File: src/rtl/ones_count_pkg.sv
// Shared constants and types for the ones counter / ones pattern serializer pair.
package ones_count_pkg;

  localparam int FRAME_LEN = 15;
  localparam int CNT_W     = 4;
  localparam int IDX_W     = 4;

  localparam logic MODE_PACKED = 1'b0;
  localparam logic MODE_SPREAD = 1'b1;

  // Frame length at accumulator-sum width, and index of the final frame bit.
  localparam logic [CNT_W:0]   FRAME_LEN_S = 5'd15;
  localparam logic [IDX_W-1:0] LAST_IDX    = 4'd14;

  typedef enum logic {IDLE, SEND} state_t;

endpackage

File: src/rtl/ones_pattern_gen.sv
// Combinational bit generator: decides the frame bit at position idx and the
// next distribution accumulator value.
module ones_pattern_gen
  import ones_count_pkg::*;
(
  input  logic [CNT_W-1:0] count,
  input  logic             mode,
  input  logic [IDX_W-1:0] idx,
  input  logic [CNT_W-1:0] acc,
  output logic             bit_out,
  output logic [CNT_W-1:0] acc_next
);

  logic [CNT_W:0] sum;
  logic [CNT_W:0] wrapped;

  // Packed: ones occupy the low indices. Spread: Bresenham-style accumulator,
  // acc stays in 0..14 because sum never exceeds 14 + 15.
  always_comb begin
    sum      = {1'b0, acc} + {1'b0, count};
    wrapped  = sum - FRAME_LEN_S;
    bit_out  = 1'b0;
    acc_next = acc;
    if (mode == MODE_SPREAD) begin
      bit_out  = (sum >= FRAME_LEN_S);
      acc_next = bit_out ? wrapped[CNT_W-1:0] : sum[CNT_W-1:0];
    end else begin
      bit_out  = (idx < count);
    end
  end

endmodule

File: src/rtl/ones_pattern_serializer.sv
// Serializes a 15-bit frame holding exactly in_count ones, packed or spread,
// and republishes each completed frame in parallel on frame_out.
module ones_pattern_serializer
  import ones_count_pkg::*;
(
  input  logic                 clk,
  input  logic                 rst_n,
  input  logic                 in_valid,
  input  logic [CNT_W-1:0]     in_count,
  input  logic                 in_mode,
  output logic                 in_ready,
  output logic                 ser_valid,
  input  logic                 ser_ready,
  output logic                 ser_bit,
  output logic                 ser_first,
  output logic                 ser_last,
  output logic                 frame_done,
  output logic [FRAME_LEN-1:0] frame_out
);

  state_t               state, state_nxt;
  logic [CNT_W-1:0]     count_q;
  logic                 mode_q;
  logic [IDX_W-1:0]     idx;
  logic [CNT_W-1:0]     acc;
  logic [CNT_W-1:0]     acc_nxt;
  logic [FRAME_LEN-1:0] shadow;
  logic                 gen_bit;
  logic                 at_last;
  logic                 beat;
  logic                 last_beat;
  logic                 accept;

  ones_pattern_gen u_gen (
    .count    (count_q),
    .mode     (mode_q),
    .idx      (idx),
    .acc      (acc),
    .bit_out  (gen_bit),
    .acc_next (acc_nxt)
  );

  assign at_last   = (idx == LAST_IDX);
  assign beat      = ser_valid & ser_ready;
  assign last_beat = beat & at_last;
  assign accept    = in_valid & in_ready;

  // Serial outputs decode registered state only; ser_ready never reaches ser_bit.
  assign ser_bit   = ser_valid & gen_bit;
  assign ser_first = ser_valid & (idx == '0);
  assign ser_last  = ser_valid & at_last;

  // State register.
  always_ff @(posedge clk or negedge rst_n) begin
    if (!rst_n) state <= IDLE;
    else        state <= state_nxt;
  end

  // Next state and handshake; the final beat may chain straight into a new frame.
  always_comb begin
    state_nxt = state;
    in_ready  = 1'b0;
    ser_valid = 1'b0;
    case (state)
      IDLE: begin
        in_ready = 1'b1;
        if (in_valid) state_nxt = SEND;
      end
      SEND: begin
        ser_valid = 1'b1;
        in_ready  = ser_ready & at_last;
        if (last_beat) state_nxt = in_valid ? SEND : IDLE;
      end
      default: state_nxt = IDLE;
    endcase
  end

  // Request capture and per-beat index / accumulator advance.
  always_ff @(posedge clk or negedge rst_n) begin
    if (!rst_n) begin
      count_q <= '0;
      mode_q  <= MODE_PACKED;
      idx     <= '0;
      acc     <= '0;
    end else if (accept) begin
      count_q <= in_count;
      mode_q  <= in_mode;
      idx     <= '0;
      acc     <= '0;
    end else if (beat) begin
      idx     <= idx + 1'b1;
      acc     <= acc_nxt;
    end
  end

  // Frame shadow collects accepted bits; the final beat publishes the whole frame.
  always_ff @(posedge clk or negedge rst_n) begin
    if (!rst_n) begin
      shadow     <= '0;
      frame_out  <= '0;
      frame_done <= 1'b0;
    end else begin
      frame_done <= last_beat;
      if (beat)      shadow[idx] <= gen_bit;
      if (last_beat) frame_out   <= {gen_bit, shadow[FRAME_LEN-2:0]};
    end
  end

endmodule
File: config.mk
export PLATFORM = sky130hd
export DESIGN_NAME = ones_pattern_serializer
export DESIGN_NICKNAME = d
export VERILOG_FILES = /design/src/rtl/ones_count_pkg.sv /design/src/rtl/ones_pattern_gen.sv /design/src/rtl/ones_pattern_serializer.sv
export SDC_FILE = /design/constraint.sdc
export NUM_CORES = 1
export LEC_CHECK = 0
export ABC_CLOCK_PERIOD_IN_PS = 3400
export CAP_MARGIN = 30
export CORE_AREA = 2 2 99 82
export DETAILED_ROUTE_END_ITERATION = 10
export DIE_AREA = 0 0 101 84
export HOLD_SLACK_MARGIN = 0.08
export PLACE_DENSITY = 0.55
export SLEW_MARGIN = 20
export SYNTH_ARGS = -nofsm -noshare
export SYNTH_HDL_FRONTEND = slang
export SYNTH_SLANG_ARGS = --single-unit
File: constraint.sdc
create_clock -name clk -period 3.4 [get_ports clk]
set_clock_uncertainty 0.05 [all_clocks]
set_input_delay 0.68 -clock clk [delete_from_list [all_inputs] [get_ports clk]]
set_output_delay 0.68 -clock clk [all_outputs]
set_load 0.02 [all_outputs]
## After elaboration in Yosys (flattened, before gate mapping)

Index checks and enable logic that the tools add are counted.

| word-level totals | value |
|---|---|
| input bits | 9 |
| output and inout port bits | 21 |
| register bits | 45 |

| operators by class | value |
|---|---|
| reduce and logical (&&, ||, !) cells | 5 |
| order comparisons | 4 |
| equality and inequality tests | 1 |
| multiplexer cells | 15 |
| bitwise operators | 8 |
| $add $sub $neg | 3 |

Operators by type and width:

| kind | number |
|---|---|
| 2-to-1 mux 4 bit | 6 |
| bitwise mux 15 bit | 1 |
| bitwise AND 1 bit | 7 |
| adder 4 x 4 -> 5 bit | 1 |
| >= comparator 5 x 4 -> 1 bit (second input constant) | 1 |
| < comparator 4 x 5 -> 1 bit (second input constant) | 1 |
| 2-to-1 mux 1 bit | 5 |
| adder 4 x 1 -> 4 bit (second input constant) | 1 |
| demux 1 bit (select 4 bit) | 1 |
| == test 4 bit (second input constant) | 1 |
| >= comparator 4 x 1 -> 1 bit (second input constant) | 1 |
| zero test 4 bit | 1 |
| < comparator 4 bit | 1 |
| one-hot mux 1 bit (2 select lines) | 2 |
| nonzero test 2 bit | 2 |
| subtractor 4 bit (second input constant) | 1 |
| AND reduction 2 bit | 1 |
| logical AND 1 bit | 1 |
| NOT 1 bit | 1 |

## Logic depth before layout (Yosys ltp)

| depth | value |
|---|---|
| word-level depth | 6 |
| depth in mapped cells | 10 |

## Hierarchy

From an unflattened synthesis, not the netlist that was laid out.

| unflattened totals | value |
|---|---|
| cells, all modules | 198 |
| area, all modules | 2304.7 um^2 |

By module, submodules not included:

| module | cells each | area each (um^2) | seq. area each (um^2) | times used |
|---|---|---|---|---|
| ones_pattern_serializer | 151 | 1924.3 | 1101.1 | 1 |
| ones_pattern_gen | 47 | 380.4 | 0.0 | 1 |

## Worst setup path after synthesis

OpenSTA, ideal clock, no wires.

| timing | value |
|---|---|
| path kind | flip-flop to output port |
| from | reg count_q[0] |
| to | out ser_bit |
| path buffers | 0 |
| arrival | 2.322 ns |
| cell stages (with the launch flop) | 10 |
| required time | 2.670 ns |
| slack | 0.348 ns |
| cells stage by stage | dfrtp_1 > ha_1 > inv_1 > fa_1 > inv_1 > ha_1 > a21oi_1 > o41ai_4 > nand2_2 > a21boi_1 |

| on the way | value |
|---|---|
| cells in the longest elaborated chain, start to end | 4 |

Ends and longest elaborated chain:

| what | RTL line | RTL |
|---|---|---|
| start, declared | ones_pattern_serializer.sv:22 | `logic [CNT_W-1:0] count_q;` |
| start signal, assigned | ones_pattern_serializer.sv:86 | `count_q <= in_count;` |
| adder 4 x 4 -> 5 bit | ones_pattern_gen.sv:20 | `sum = {1'b0, acc} + {1'b0, count};` |
| >= comparator 5 x 4 -> 1 bit | ones_pattern_gen.sv:25 | `bit_out = (sum >= FRAME_LEN_S);` |
| 2-to-1 mux 1 bit (*) | ones_pattern_gen.sv:24 | `if (mode == MODE_SPREAD) begin` |
| bitwise AND 1 bit (*) | ones_pattern_serializer.sv:49 | `assign ser_bit = ser_valid & gen_bit;` |
| end, declared | ones_pattern_serializer.sv:14 | `output logic ser_bit,` |

Mark *: on every way between the ends. The rest lies on a longest branch, timed or not.

## Final worst setup path

Same ends and word-level chain as after synthesis.

==> reports/results.tsv <==
stage	metric	value	unit
yosys	Seq/Total Area, Yosys	48.7	%
placed_design	Area after DPL	2690	um^2
yosys	Net Count, Synth	221	
cts	CTS Root Cell	clkbuf_8	
route	First DRT Iteration DRCs	68	
global_route	vias in the first global route	1471	
yosys	Syn. warnings	0	
floorplan	Initial Util	29.7	%
worst_setup_path	CP Depth	10	
timing	max_slew headroom	61.8	%
timing	Final setup violation count	0	
floorplan	CORE AREA	7620	um^2
cts	CTS Hold Bufs	0	
worst_setup_path	CP endpoint kind	primary output	
yosys	share of the synthesized area in the top cell type	48.7	%
worst_setup_path	Worst EP required	2.67	ns
pwr	Sequential Power Share	31.3	%
pwr	clock share of power	12.0	%
global_route	largest net degree at the start of global routing	29	
timing	maximum clock frequency	306	MHz
route	Antenna Nets Post-Route	0	
timing	Worst Tran Pin Value	0.573	ns
worst_setup_path	Worst R2R End	acc[1]	
yosys	Top FF cell, synth	dfrtp_1	
placed_design	I/O Buffers	29	
cts	worst skew pair latency	0.30	ns
worst_setup_path	Worst Reg-to-Reg Cells	10	
yosys	Mean Syn Cell Area	11.4	um^2
timing	Setup WS post-layout	0.130	ns
pwr	sw frac	42.2	%
pwr	Leak Pwr	1.21	nW
route	post-DR vias/cell	4.65	
yosys	Synth cell types	39	
cts	CTS tree	built	
worst_setup_path	worst-path cell chain	ha_1 -> inv_1 -> fa_1 -> inv_1 -> ha_1 -> a21oi_1 -> o41ai_4 -> nand2_2 -> a21boi_1 -> buf_2	
worst_setup_path	FF-to-FF setup slack	0.99	ns
worst_setup_path	CP startpoint	count_q[0]	
yosys	FFs w/ async S/R, synth	100	%
timing	final hold violations	0	
pwr	Pint	1.72	mW
pwr	Worst IR Drop VDD	345	uV
pwr	net load switching power	1.25	mW
cts	Post-CTS Setup Repair Bufs	0	
placed_design	pre-CTS setup slack	-0.0176	ns
worst_setup_path	Critical R2R Launch	count_q[0]	
finish	share of cells above drive strength 1	21.5	%
cts	clock sink count	44	
placed_design	routability congestion estimate	0.827	
cts	clock-pin slew of the registers on the worst-case setup and hold paths	0.09	ns
worst_setup_path	WS Path Type	register to primary output	
finish	final instance area	2780	um^2
global_route	first-pass GRT wire length	7600	um
placed_design	DP HPWL	3300	um
global_route	Overflow after GRT	0	
yosys	synthesized area	2260	um^2
floorplan	num rows	29	
timing	RSZ-0062 raised after global routing	false	
worst_setup_path	startpoint types	register	
yosys	top cells by area, synth	dfrtp_1, mux2_2, ha_1	
global_route	Tot GR Track Use	11.3	%
route	DR WL/cell	13.8	um
worst_setup_path	Top Family by Delay on Critical Path	adder cells	
route	drt total wl	4540	um
floorplan	die area	8480	um^2
floorplan	IO Count	30	
cts	CTS Buf Count	5	
timing	WHS	0.244	ns
finish	most frequent cells in the layout	dfrtp_1, nor2_1, clkdlybuf4s50_1, mux2_2, nand2_1	
cts	H-tree depth	2	
cts	worst-case clock buffer depth	2	
floorplan	Die Wd	101	um
worst_setup_path	Arr. time, crit path	2.54	ns
route	via count	1536	
worst_setup_path	crit path to	ser_bit	
outcome	status	finished clean	
route	DRT Pass-1 Iters	4	
finish	final net count	258	
finish	Final Util	36.5	%
yosys	area leader, netlist	dfrtp_1	
finish	Area Overhead vs Synth	23.1	%
yosys	Yosys reg bits	44	
worst_hold_path	HP Class	input port to async pin	
worst_setup_path	Bufs and invs on worst path	3	
timing	Tcrit/Tclk final	96.2	%
placed_design	placed instance count	322	
yosys	Post-synth EDFFs	0	
worst_setup_path	Max Fanout on Critical Path	2	
finish	post-route insts no fill	330	
pwr	Comb power frac	56.7	%
pwr	PD cells	1070	nW/um^2
finish	most common cell after layout, fill and taps aside	dfrtp_1	
timing	Max Slew Vio Count	0	
route	drt drc	0	
worst_setup_path	CP max stage cell	fa_1	
finish	# diodes	0	
yosys	Post-Syn Instances	199	
job	max-cap violation count	0	
floorplan	Die Ht	84	um
global_route	initial antenna violation count	0	
worst_setup_path	CP max stage delay	0.42	ns
timing	Tmin final	3.27	ns
-- state kept, by name, summed over array words and instances (netlist names) --
name        flops
acc             4
count_q         4
frame_done      1
frame_out      15
idx             4
mode_q          1
shadow         14
state           1
-- Yosys cell counts, types with 2 or more instances --
library cell / number
nand2_1: 13
nand2b_1: 6
xor2_1: 4
mux2_2: 19
and2_1: 3
a21oi_1: 2
xnor2_1: 2
inv_1: 9
a22o_1: 3
dfrtp_1: 44
a31oi_1: 6
a21o_1: 2
buf_2: 3
mux2i_1: 2
ha_1: 12
nor2_1: 32
and3_1: 2
nor3_1: 5
a31oi_2: 10
-- cell families (layout without fill, tap and decap cells) --
kind of cell | count (synthesis) | in the layout | synth area share [%]
and+or+nand+nor | 65 | 65 | 12.8
DFF | 44 | 44 | 48.7
AOI/OAI and AO/OA | 34 | 34 | 14.8
muxes | 21 | 21 | 10.3
buffers and inverters | 16 | 54 | 3.49
adders and majority gates | 13 | 13 | 7.53
xor gates and xnor gates | 6 | 6 | 2.32
-- layout make-up --
type | count | area [um^2]
Timing Repair Buffer | 37 | 353
Inverter | 9 | 33.8
Sequential cell | 44 | 1100
Fill cell | 756 | 4840
Tap cell | 93 | 116
Clock inverter | 2 | 15.0
Clock buffer | 6 | 82.6
Multi-Input combinational cell | 139 | 1080
-- stage by stage --
step / TNS (ns) / total power [mW]
floorplan: 0 / 2.10
global placement: 0 / 2.62
detailed placement: -0.0176 / 2.64
CTS: 0 / 3.00
global route: 0 / 3.20
finish: 0 / 2.97
-- how the worst min path moves through the flow --
stage	startpoint	to	slack, ns
CTS	rst_n	frame_out[4]	0.26
floorplan	rst_n	acc[0]	0.33
global route	rst_n	frame_out[4]	0.28
global placement	frame_out[0]	frame_out[0]	0.44
detailed placement	frame_out[12]	frame_out[12]	0.44
finish	rst_n	frame_out[0]	0.24
-- power by group through the flow --
stage          combinational (mW)  clock, mW  sequential, mW
3_5_place_dp                 1.70          0           0.944
6_report                     1.68      0.357           0.928
3_3_place_gp                 1.69          0           0.935
2_1_floorplan                1.12          0           0.983
4_1_cts                      1.70      0.362           0.934
5_1_grt                      1.85      0.387           0.963
-- layer usage --
layer | track usage, % | part of all wire [%]
met2 | 15.6 | 42
met4 | 4.05 | 1.4
met5 | 0 | 0
met1 | 17.6 | 54
met3 | 1.76 | 2.7
-- timing repair --
item                                    4_1_cts  5_1_grt
gates resized for setup                       3        1
endpoints found under the setup margin        1        1
pin swaps                                     1        0
(Power assumes the default switching activity.)
